==> src/rtl/tetris_input_pkg.sv <==
// Shared key indices, action FSM states and default 50 MHz timing for the Tetris input front end.
package tetris_input_pkg;

  localparam int unsigned KEY_RIGHT  = 0;
  localparam int unsigned KEY_LEFT   = 1;
  localparam int unsigned KEY_DOWN   = 2;
  localparam int unsigned KEY_ROTATE = 3;

  localparam int unsigned CLK_HZ = 50_000_000;

  localparam int DEFAULT_SYNC_STAGES     = 2;
  localparam int DEFAULT_DEBOUNCE_CYCLES = CLK_HZ / 50;       // 20 ms
  localparam int DEFAULT_REPEAT_DELAY    = (CLK_HZ / 10) * 3; // 300 ms
  localparam int DEFAULT_REPEAT_RATE     = CLK_HZ / 10;       // 100 ms

  typedef enum logic [1:0] {
    KEY_IDLE,
    KEY_FIRST,
    KEY_REPEAT,
    KEY_LOCK
  } key_state_e;

endpackage

==> src/rtl/key_debounce.sv <==
// One push-button: synchroniser chain followed by a stable-count debouncer.
module key_debounce #(
  parameter int SYNC_STAGES     = 2,
  parameter int DEBOUNCE_CYCLES = 1_000_000
) (
  input  logic clk_50,
  input  logic reset_n,
  input  logic key_n,
  output logic level,
  output logic key_held
);

  localparam int CW = (DEBOUNCE_CYCLES > 2) ? $clog2(DEBOUNCE_CYCLES) : 1;
  localparam logic [CW-1:0] CNT_LAST = CW'(DEBOUNCE_CYCLES - 1);

  logic [SYNC_STAGES-1:0] sync;
  logic                   stable;
  logic [CW-1:0]          cnt;
  logic                   synced;

  assign synced = sync[SYNC_STAGES-1];

  always_ff @(posedge clk_50) begin
    if (!reset_n) begin
      sync     <= '1;
      stable   <= 1'b1;
      cnt      <= '0;
      key_held <= 1'b0;
    end else begin
      sync     <= {sync[SYNC_STAGES-2:0], key_n};
      key_held <= ~stable;
      if (synced == stable) begin
        cnt <= '0;
      end else if (cnt == CNT_LAST) begin
        stable <= synced;
        cnt    <= '0;
      end else begin
        cnt <= cnt + CW'(1);
      end
    end
  end

  // Unregistered view lets the action FSM pulse in the same cycle key_held rises.
  assign level = ~stable;

endmodule

==> src/rtl/tetris_key_conditioner.sv <==
// Turns the four raw DE2 keys into one-cycle game actions with auto-repeat, pause and left/right lockout.
module tetris_key_conditioner
  import tetris_input_pkg::*;
#(
  parameter int SYNC_STAGES     = DEFAULT_SYNC_STAGES,
  parameter int DEBOUNCE_CYCLES = DEFAULT_DEBOUNCE_CYCLES,
  parameter int REPEAT_DELAY    = DEFAULT_REPEAT_DELAY,
  parameter int REPEAT_RATE     = DEFAULT_REPEAT_RATE
) (
  input  logic       clk_50,
  input  logic       reset_n,
  input  logic [3:0] key_n,
  input  logic       pause,
  output logic       move_right,
  output logic       move_left,
  output logic       move_down,
  output logic       rotate,
  output logic [3:0] key_held
);

  localparam int REP_MAX = (REPEAT_DELAY > REPEAT_RATE) ? REPEAT_DELAY : REPEAT_RATE;
  localparam int RW      = (REP_MAX > 2) ? $clog2(REP_MAX) : 1;
  localparam logic [RW-1:0] DELAY_LOAD = RW'(REPEAT_DELAY - 1);
  localparam logic [RW-1:0] RATE_LOAD  = RW'(REPEAT_RATE - 1);

  logic [3:0] level;
  logic [3:0] pulse;
  logic       conflict;

  assign conflict = level[KEY_LEFT] & level[KEY_RIGHT];

  for (genvar g = 0; g < 4; g++) begin : g_key
    localparam bit REPEATS    = (g != KEY_ROTATE);
    localparam bit HORIZONTAL = (g == KEY_LEFT) || (g == KEY_RIGHT);

    key_state_e    state;
    logic [RW-1:0] rep_cnt;
    logic          pulse_q;
    logic          blocked;

    key_debounce #(
      .SYNC_STAGES    (SYNC_STAGES),
      .DEBOUNCE_CYCLES(DEBOUNCE_CYCLES)
    ) u_debounce (
      .clk_50  (clk_50),
      .reset_n (reset_n),
      .key_n   (key_n[g]),
      .level   (level[g]),
      .key_held(key_held[g])
    );

    assign blocked = pause | (HORIZONTAL & conflict);

    // Release outranks lockout so a locked key only recovers through IDLE.
    always_ff @(posedge clk_50) begin
      if (!reset_n) begin
        state   <= KEY_IDLE;
        rep_cnt <= '0;
        pulse_q <= 1'b0;
      end else begin
        pulse_q <= 1'b0;
        if (!level[g]) begin
          state <= KEY_IDLE;
        end else if (blocked) begin
          state <= KEY_LOCK;
        end else begin
          case (state)
            KEY_IDLE: begin
              pulse_q <= 1'b1;
              rep_cnt <= DELAY_LOAD;
              state   <= KEY_FIRST;
            end
            KEY_FIRST: begin
              if (REPEATS) begin
                if (rep_cnt == '0) begin
                  pulse_q <= 1'b1;
                  rep_cnt <= RATE_LOAD;
                  state   <= KEY_REPEAT;
                end else begin
                  rep_cnt <= rep_cnt - RW'(1);
                end
              end
            end
            KEY_REPEAT: begin
              if (rep_cnt == '0) begin
                pulse_q <= 1'b1;
                rep_cnt <= RATE_LOAD;
              end else begin
                rep_cnt <= rep_cnt - RW'(1);
              end
            end
            KEY_LOCK: state <= KEY_LOCK;
            default:  state <= KEY_IDLE;
          endcase
        end
      end
    end

    assign pulse[g] = pulse_q;
  end

  assign move_right = pulse[KEY_RIGHT];
  assign move_left  = pulse[KEY_LEFT];
  assign move_down  = pulse[KEY_DOWN];
  assign rotate     = pulse[KEY_ROTATE];

endmodule
==> config.mk <==
export PLATFORM = sky130hd
export DESIGN_NAME = tetris_key_conditioner
export DESIGN_NICKNAME = d
export VERILOG_FILES = /design/src/rtl/tetris_input_pkg.sv /design/src/rtl/key_debounce.sv /design/src/rtl/tetris_key_conditioner.sv
export SDC_FILE = /design/constraint.sdc
export NUM_CORES = 1
export LEC_CHECK = 0
export BUFFER_PORTS_ARGS = -buffer_cell sky130_fd_sc_hd__buf_2
export CAP_MARGIN = 30
export CORE_ASPECT_RATIO = 0.6
export CORE_MARGIN = 4
export CORE_UTILIZATION = 40
export CTS_CLUSTER_DIAMETER = 200
export DETAILED_ROUTE_END_ITERATION = 12
export GPL_TIMING_DRIVEN = 0
export SLEW_MARGIN = 20
export SYNTH_ARGS = -nofsm -noshare
export SYNTH_HDL_FRONTEND = slang
export SYNTH_SLANG_ARGS = --single-unit
==> constraint.sdc <==
create_clock -name clk_50 -period 2.7 [get_ports clk_50]
set_input_delay 0.675 -clock clk_50 [delete_from_list [all_inputs] [get_ports clk_50]]
set_output_delay 0.675 -clock clk_50 [all_outputs]
set_load 0.05 [all_outputs]
==> results of run 1 <==
-- critical path, delay by kind of cell (launching register included) --
kind	cells	cell delay, ns
AOI/OAI and AO/OA	3	1.19
and+or+nand+nor	2	0.91
DFF	1	0.36
-- cell type report --
class | instances | area share
Multi-Input combinational cell | 860 | 0.4910
Inverter | 46 | 0.01571
Clock buffer | 32 | 0.05613
Timing Repair Buffer | 17 | 0.007741
Clock inverter | 3 | 0.001708
Tap cell | 322 | 0.03666
Sequential cell | 204 | 0.3716
Buffer | 50 | 0.01947
-- cell usage in the layout, fill, tap and decap left out, types with 6 or more instances in the layout --
cell type,netlist,routed
nor3_1,51,51
nand3_1,47,47
clkbuf_16,0,21
or3_1,22,22
o221a_2,7,7
nand2b_1,15,15
xnor2_1,56,56
nand2_1,72,72
and4_1,9,9
dfxtp_1,204,204
nor4b_1,10,10
inv_1,46,46
nor2_1,163,163
xor2_1,51,51
buf_2,8,25
mux2i_1,6,6
a31oi_1,18,18
nor4_1,23,23
clkbuf_1,36,42
a21oi_1,55,55
o21a_1,9,9
o31a_1,6,6
o21ai_0,48,48
o22ai_1,11,11
nand4_1,35,35
ha_1,24,24
or4_1,17,17
and3_1,14,14
-- cell families (layout without fill, tap and decap cells) --
family / count (synthesis) / after routing
mux: 6 / 6
xor+xnor: 107 / 107
fa+ha+maj: 24 / 24
simple gates: 518 / 518
compound gates: 205 / 205
buf+inv: 96 / 148
flops: 204 / 204
-- layer usage --
layer  part of all wire  up-vias  routed length (µm)  GRT usage
met1               0.54     3935               13040     0.2882
met3              0.064       38                1561    0.03508
met4              0.018        0                 435    0.03886
met2               0.38      233                9261     0.2374
met5                  0        -                   0          0
li1                   -     4244                   -          -
-- how the worst max path moves through the flow --
stage / slack (ns) / start / cells after the start / endpoint
after floorplan: 0.37 / pause / 5 / g_key[0].rep_cnt[6]
after global placement: -0.28 / pause / 6 / g_key[1].rep_cnt[11]
after detailed placement: -0.12 / pause / 7 / g_key[0].rep_cnt[22]
after CTS: 0.15 / g_key[0].rep_cnt[3] / 6 / g_key[0].rep_cnt[17]
after global routing: 0.01 / g_key[0].state[0] / 7 / g_key[0].rep_cnt[21]
final: 0.18 / g_key[3].rep_cnt[16] / 5 / g_key[3].rep_cnt[5]
-- power breakdown --
part           leakage (nW)  internal (mW)  switching [mW]
Sequential             1.64           3.02         0.00400
Combinational          1.91         0.0225          0.0775
Clock                 0.314           1.57            1.21
Total                  3.87           4.61            1.29
-- sequential cells by signal, summed over array words and instances, names as in the netlist --
name and cells:
g_key.rep_cnt 96, g_key.u_debounce.cnt 80, g_key.state 8, g_key.u_debounce.sync 8
g_key.u_debounce.key_held 4, g_key.u_debounce.stable 4, move_down 1, move_left 1
move_right 1, rotate 1
-- through the flow --
| step | setup slack, ns | instance area, µm² | hold slack, ns | std cells | power (mW) |
|---|---|---|---|---|---|
| 4_1_cts | 0.1495 | 10970 | 0.3396 | 1534 | 5.985 |
| 3_5_place_dp | -0.1154 | 10330 | 0.3913 | 1499 | 3.187 |
| 6_report | 0.1776 | 10990 | 0.3548 | 1534 | 5.897 |
| 5_1_grt | 0.01156 | 10990 | 0.3358 | 1534 | 6.123 |
| 3_3_place_gp | -0.2843 | 10320 | 0.3894 | 1496 | 3.188 |
| 2_1_floorplan | 0.3671 | 9844 | 0.3863 | 1160 | 3.138 |
==> summary.md, run 1 <==
| Metric | Value |
|---|---|
| Register area | 4084 µm² |
| R2R Setup Slk | between 0.15 and 0.2 ns |
| Final Net Count | about 1200 |
| Syn Inst Count | 1160 |
| Fill cells | approximately 2400 |
| WL/cell | 15.84 µm |
| Post-synthesis cell area | 9844 µm² |
| Worst skew pair latency | 0.52 ns |
| Global-route wire length before repair | 40090 µm |
| Clk_skew | approximately 0.018 ns |
| CTS sink count | 204 |
| Max stage delay on crit path | 0.79 ns |
| Area growth syn-to-layout | 11.64% |
| Vias/cell | 5.508 |
| Post-synthesis mux area share | 0.006101 |
| R2R depth | 5 |
| CP startpoint kind | flop |
| Min Tclk post-route | about 2.5 ns |
| Syn_nets | 1191 |
| Die H | 129.5 µm |
| Die area | 27270 µm² |
| CTS buffer count | 21 |
| Layout cell share with drive strength beyond 1 | 0.07838 |
| Worst-path maximum fanout | 6 |
| Worst Setup Path Type | flop to flop |
| CTS root buf | clkbuf_16 |
| Post-CTS Setup Bufs | 0 |
| Cells along the critical path | nor4_1 > nand4_1 > o21ai_0 > o21a_1 > o221a_2 |
| N_diodes | 0 |
| HP Class | primary input to flop |
| Max clock buf depth | 3 |
| Routed Antenna Nets | 0 |
| CTS tree | done |
| H-tree Lvls | 1 |
| Crit path arrival time | 2.98 ns |
| Post-Synth XOR/XNOR Area | 0.09520 |
| Most frequent cell after synthesis | dfxtp_1 |
| CP max stage cell | o21ai_0 |
| LEAKAGE | between 3 and 4 nW |
| Detailed Routing Iterations Pass 1 | 5 |
| Max-cap violations | 0 |
| Footprint of the multi-input gates | 5396 µm² |
| Initial Util | 0.4073 |
| YS warnings | 0 |
| Hold Startpoint | key_n[1] |
| Avg Synthesized Cell Area | roughly 8.5 µm² |
| PortBufs | 14 |
| Gr ovfl total | 0 |
| Synthesized flop and latch total | 204 |
| Via count | 8450 |
| Post-synth top cells | dfxtp_1 (204), nor2_1 (163), nand2_1 (72) |
| Core box area | between 20000 and 25000 µm² |
| Slew @ Worst Pin | roughly 0.92 ns |
| Outcome | finished clean |
| Total Neg Setup Slack | 0 ns |
| RD Place Congestion | 0.8878 |
| Post-synth top area cell | dfxtp_1 |
| Area contributors post-synth | dfxtp_1 (41%), nor2_1 (6.2%), xnor2_1 (5.0%), xor2_1 (4.5%), ha_1 (3.1%) |
| Hold path depth | 2 |
| Endpoint, Worst Hold | g_key[1].u_debounce.sync[0] |
| Worst Setup End Kind | flop |
| Rows | between 40 and 50 |
| VDD IR-drop max | 0.2617 mV |
| I/O pin cnt | 15 |
| PostCTS Resize Cnt | 0 |
| Reg-to-Reg Start | g_key[3].rep_cnt[16] |
| GRT Overall Usage | 0.1777 |
| Count of final max-slew check failures | 0 |
| Hold_buf cts | 0 |
| Core Util, Final | 0.4548 |
| DRT Wirelength | 24300 µm |
| Detailed placement HPWL | between 15000 and 20000 µm |
| Die Width | 210.5 µm |
| Pwr/cell area | 536.6 nW/µm² |
| Reg-to-Reg End | g_key[3].rep_cnt[5] |
| Synth unique cells | 70 |
| Vias in the first global route | 7484 |
| Compound-Gate Fraction of Synth Area | 0.1356 |
| Fin crit share | 0.9342 |
| Largest family of logic cells by synthesized area | simple AND/OR/NAND/NOR gates |
| Post-synthesis simple-gate area fraction | 0.2785 |
| Post-Synth Adder-Cell Area | 0.03050 |
| # DRC | 0 |
| Synth Flop Type | dfxtp_1 |
| Largest net degree at the start of global routing | 14 |
| Initial antenna violation count | 0 |
| Final Hold Fails | 0 |
| Top cell type's share of synthesized area | 0.4148 |
| Post-synth ARST share | 0 |
| Clk slew on worst S/H paths | 0.07 ns |
| Sequential area share after synthesis | 0.4148 |
| DR iter-0 viols | around 740 |
| Final setup vio count | 0 |
| Worst path required time | 3.16 ns |
| Slew headroom | 0.3775 |
| Unrepaired setup endpoints after global routing | no |
| Post-synth EDFFs | 0 |
| Fmax | 396.4 MHz |
(Power assumes the default switching activity.)
==> run 2: changes to the inputs <==
--- a/config.mk
+++ b/config.mk
@@ -13,6 +13,7 @@
 export CTS_CLUSTER_DIAMETER = 200
 export DETAILED_ROUTE_END_ITERATION = 12
 export GPL_TIMING_DRIVEN = 0
+export REMOVE_ABC_BUFFERS = 1
 export SLEW_MARGIN = 20
 export SYNTH_ARGS = -nofsm -noshare
 export SYNTH_HDL_FRONTEND = slang
==> run 2 against run 1 <==
Net effect:
- cell count fell by 2.7%
- design area fell by 0.20%
- combinational power fell by 18%
- sequential cell count did not move
- total power rose by 2.2%
- hold slack got worse by 0.012 ns
- largest cell class unchanged
- setup slack got worse by 0.012 ns
- utilization fell by 0.093 points
- largest power group unchanged
- sequential power barely moved
- critical path depth did not move
- routed wire length fell by 9.9%
- fmax fell by 0.47%
==> summary.md, run 2 (synthesis results as in run 1) <==
| Metric | Value |
|---|---|
| Final Net Count | 1188 |
| DRT Wirelength | 21900 µm |
| Rows | 44 |
| Count of final max-slew check failures | 0 |
| DR iter-0 viols | ~690 |
| Initial antenna violation count | 0 |
| Worst skew pair latency | about 0.5 ns |
| Gr ovfl total | 0 |
| Hold path depth | 2 |
| Slew headroom | 0.4104 |
| Register area | 4084 µm² |
| Fin crit share | 0.9386 |
| Layout cell share with drive strength beyond 1 | 0.08803 |
| CTS sink count | 204 |
| # DRC | 0 |
| Min Tclk post-route | 2.534 ns |
| LEAKAGE | 3.859 nW |
| Global-route wire length before repair | 37360 µm |
| Slew @ Worst Pin | slightly below 0.9 ns |
| Worst Setup End Kind | flop |
| Die area | 27270 µm² |
| Core box area | 24170 µm² |
| Worst Setup Path Type | flop to flop |
| R2R depth | 5 |
| Routed Antenna Nets | 0 |
| Max clock buf depth | 3 |
| Detailed Routing Iterations Pass 1 | 5 |
| CP startpoint kind | flop |
| CTS buffer count | 21 |
| Crit path arrival time | 2.92 ns |
| WL/cell | 14.68 µm |
| Fmax | 394.6 MHz |
| CTS root buf | clkbuf_16 |
| Unrepaired setup endpoints after global routing | no |
| Core Util, Final | 0.4538 |
| Outcome | finished clean |
| Detailed placement HPWL | 14700 µm |
| Clk slew on worst S/H paths | 0.06 ns |
| Via count | approximately 8000 |
| Final Hold Fails | 0 |
| I/O pin cnt | 15 |
| VDD IR-drop max | 0.4116 mV |
| Worst path required time | slightly above 3 ns |
| Footprint of the multi-input gates | 5456 µm² |
| Most common cell after layout, fill and taps aside | dfxtp_1 |
| HP Class | primary input to flop |
| H-tree Lvls | 1 |
| Top Registers | g_key.rep_cnt (96), g_key.u_debounce.cnt (80) |
| Pwr/cell area | about 550 nW/µm² |
| Final setup vio count | 0 |
| Commonest non-fill, non-tap cells in the layout | dfxtp_1 (204), nor2_1 (163), nand2_1 (72) |
| Post-route total power | 6.025 mW |
| Hold_buf cts | 0 |
| Area growth syn-to-layout | 11.41% |
| RD Place Congestion | 0.8095 |
| GRT Overall Usage | 0.1600 |
| PortBufs | 14 |
| N_diodes | 0 |
| Max FFs per register | 96 |
| Vias/cell | 5.521 |
| Worst-path maximum fanout | 10 |
| Clk_skew | 0.01769 ns |
| Die H | 129.5 µm |
| Vias in the first global route | 7293 |
| Die Width | 210.5 µm |
| Largest net degree at the start of global routing | slightly below 70 |
| Max-cap violations | 0 |
| Fill cells | around 2300 |
| Largest register by flop count | g_key.rep_cnt |
| Initial Util | 0.4073 |
| CTS tree | done |
run 2: cell types whose count changed in the layout (fill, tap and decap cells not counted), sizes merged:
cell | previous run | this run
bufinv | 0 | 1
clkinv | 2 | 3
clkbuf | 69 | 31
buf | 30 | 24
run 2: report_power, final:
group          switching, mW  total (mW)  internal [mW]
combinational         0.0597      0.0823         0.0225
sequential           0.00403        3.02           3.02
clock                   1.21        2.92           1.71
total                   1.27        6.03           4.75
run 2: metrics by stage:
stage	cell area, µm²	setup WS [ns]	hold slack (ns)	TNS (ns)	std cells
global route	10970	0.02990	0.3237	0	1492
global placement	10100	-1.429	0.4004	-170.01	1446
floorplan	9630	-0.2079	0.3863	-0.5108	1110
finish	10970	0.1658	0.3424	0	1492
CTS	10900	0.02583	0.3205	0	1489
detailed placement	10220	-0.2973	0.3977	-12.14	1453
run 2: what timing repair did:
action / CTS / global route
buffers inserted: 0 / 3
gates resized for setup: 0 / 8
setup endpoints to repair: 0 / 33
run 2: per-layer routing:
layer,GRT usage,wire length [µm],share of wire
met3,0.03412,1451,0.066
met5,0,0,0
met2,0.2072,8037,0.37
met4,0.02743,351,0.016
met1,0.2665,12060,0.55
run 2: path summary, 6_finish.rpt:
| kind | startpoint | to | slack [ns] |
|---|---|---|---|
| hold / removal | key_n[0] | g_key[0].u_debounce.sync[0] | 0.34 |
| hold reg to reg | g_key[0].u_debounce.sync[0] | g_key[0].u_debounce.sync[1] | 0.41 |
| setup / recovery | g_key[1].rep_cnt[4] | g_key[1].rep_cnt[6] | 0.17 |
| setup reg to reg | g_key[1].rep_cnt[4] | g_key[1].rep_cnt[6] | 0.17 |
run 2: layout make-up:
type	count	area share
clock buffer	31	0.05772
clock inverter	5	0.004905
inverter	46	0.01574
multi-input combinational	860	0.4975
sequential	204	0.3723
tap	322	0.03673
timing repair buffer	24	0.01506
run 2: worst max-delay path, stage by stage (launching register included):
cell and delay (ns):
dfxtp_1 0.35, or4_1 0.77, nor4_2 0.42, a41oi_2 0.43, o21ai_4 0.37, nor2_1 0.08
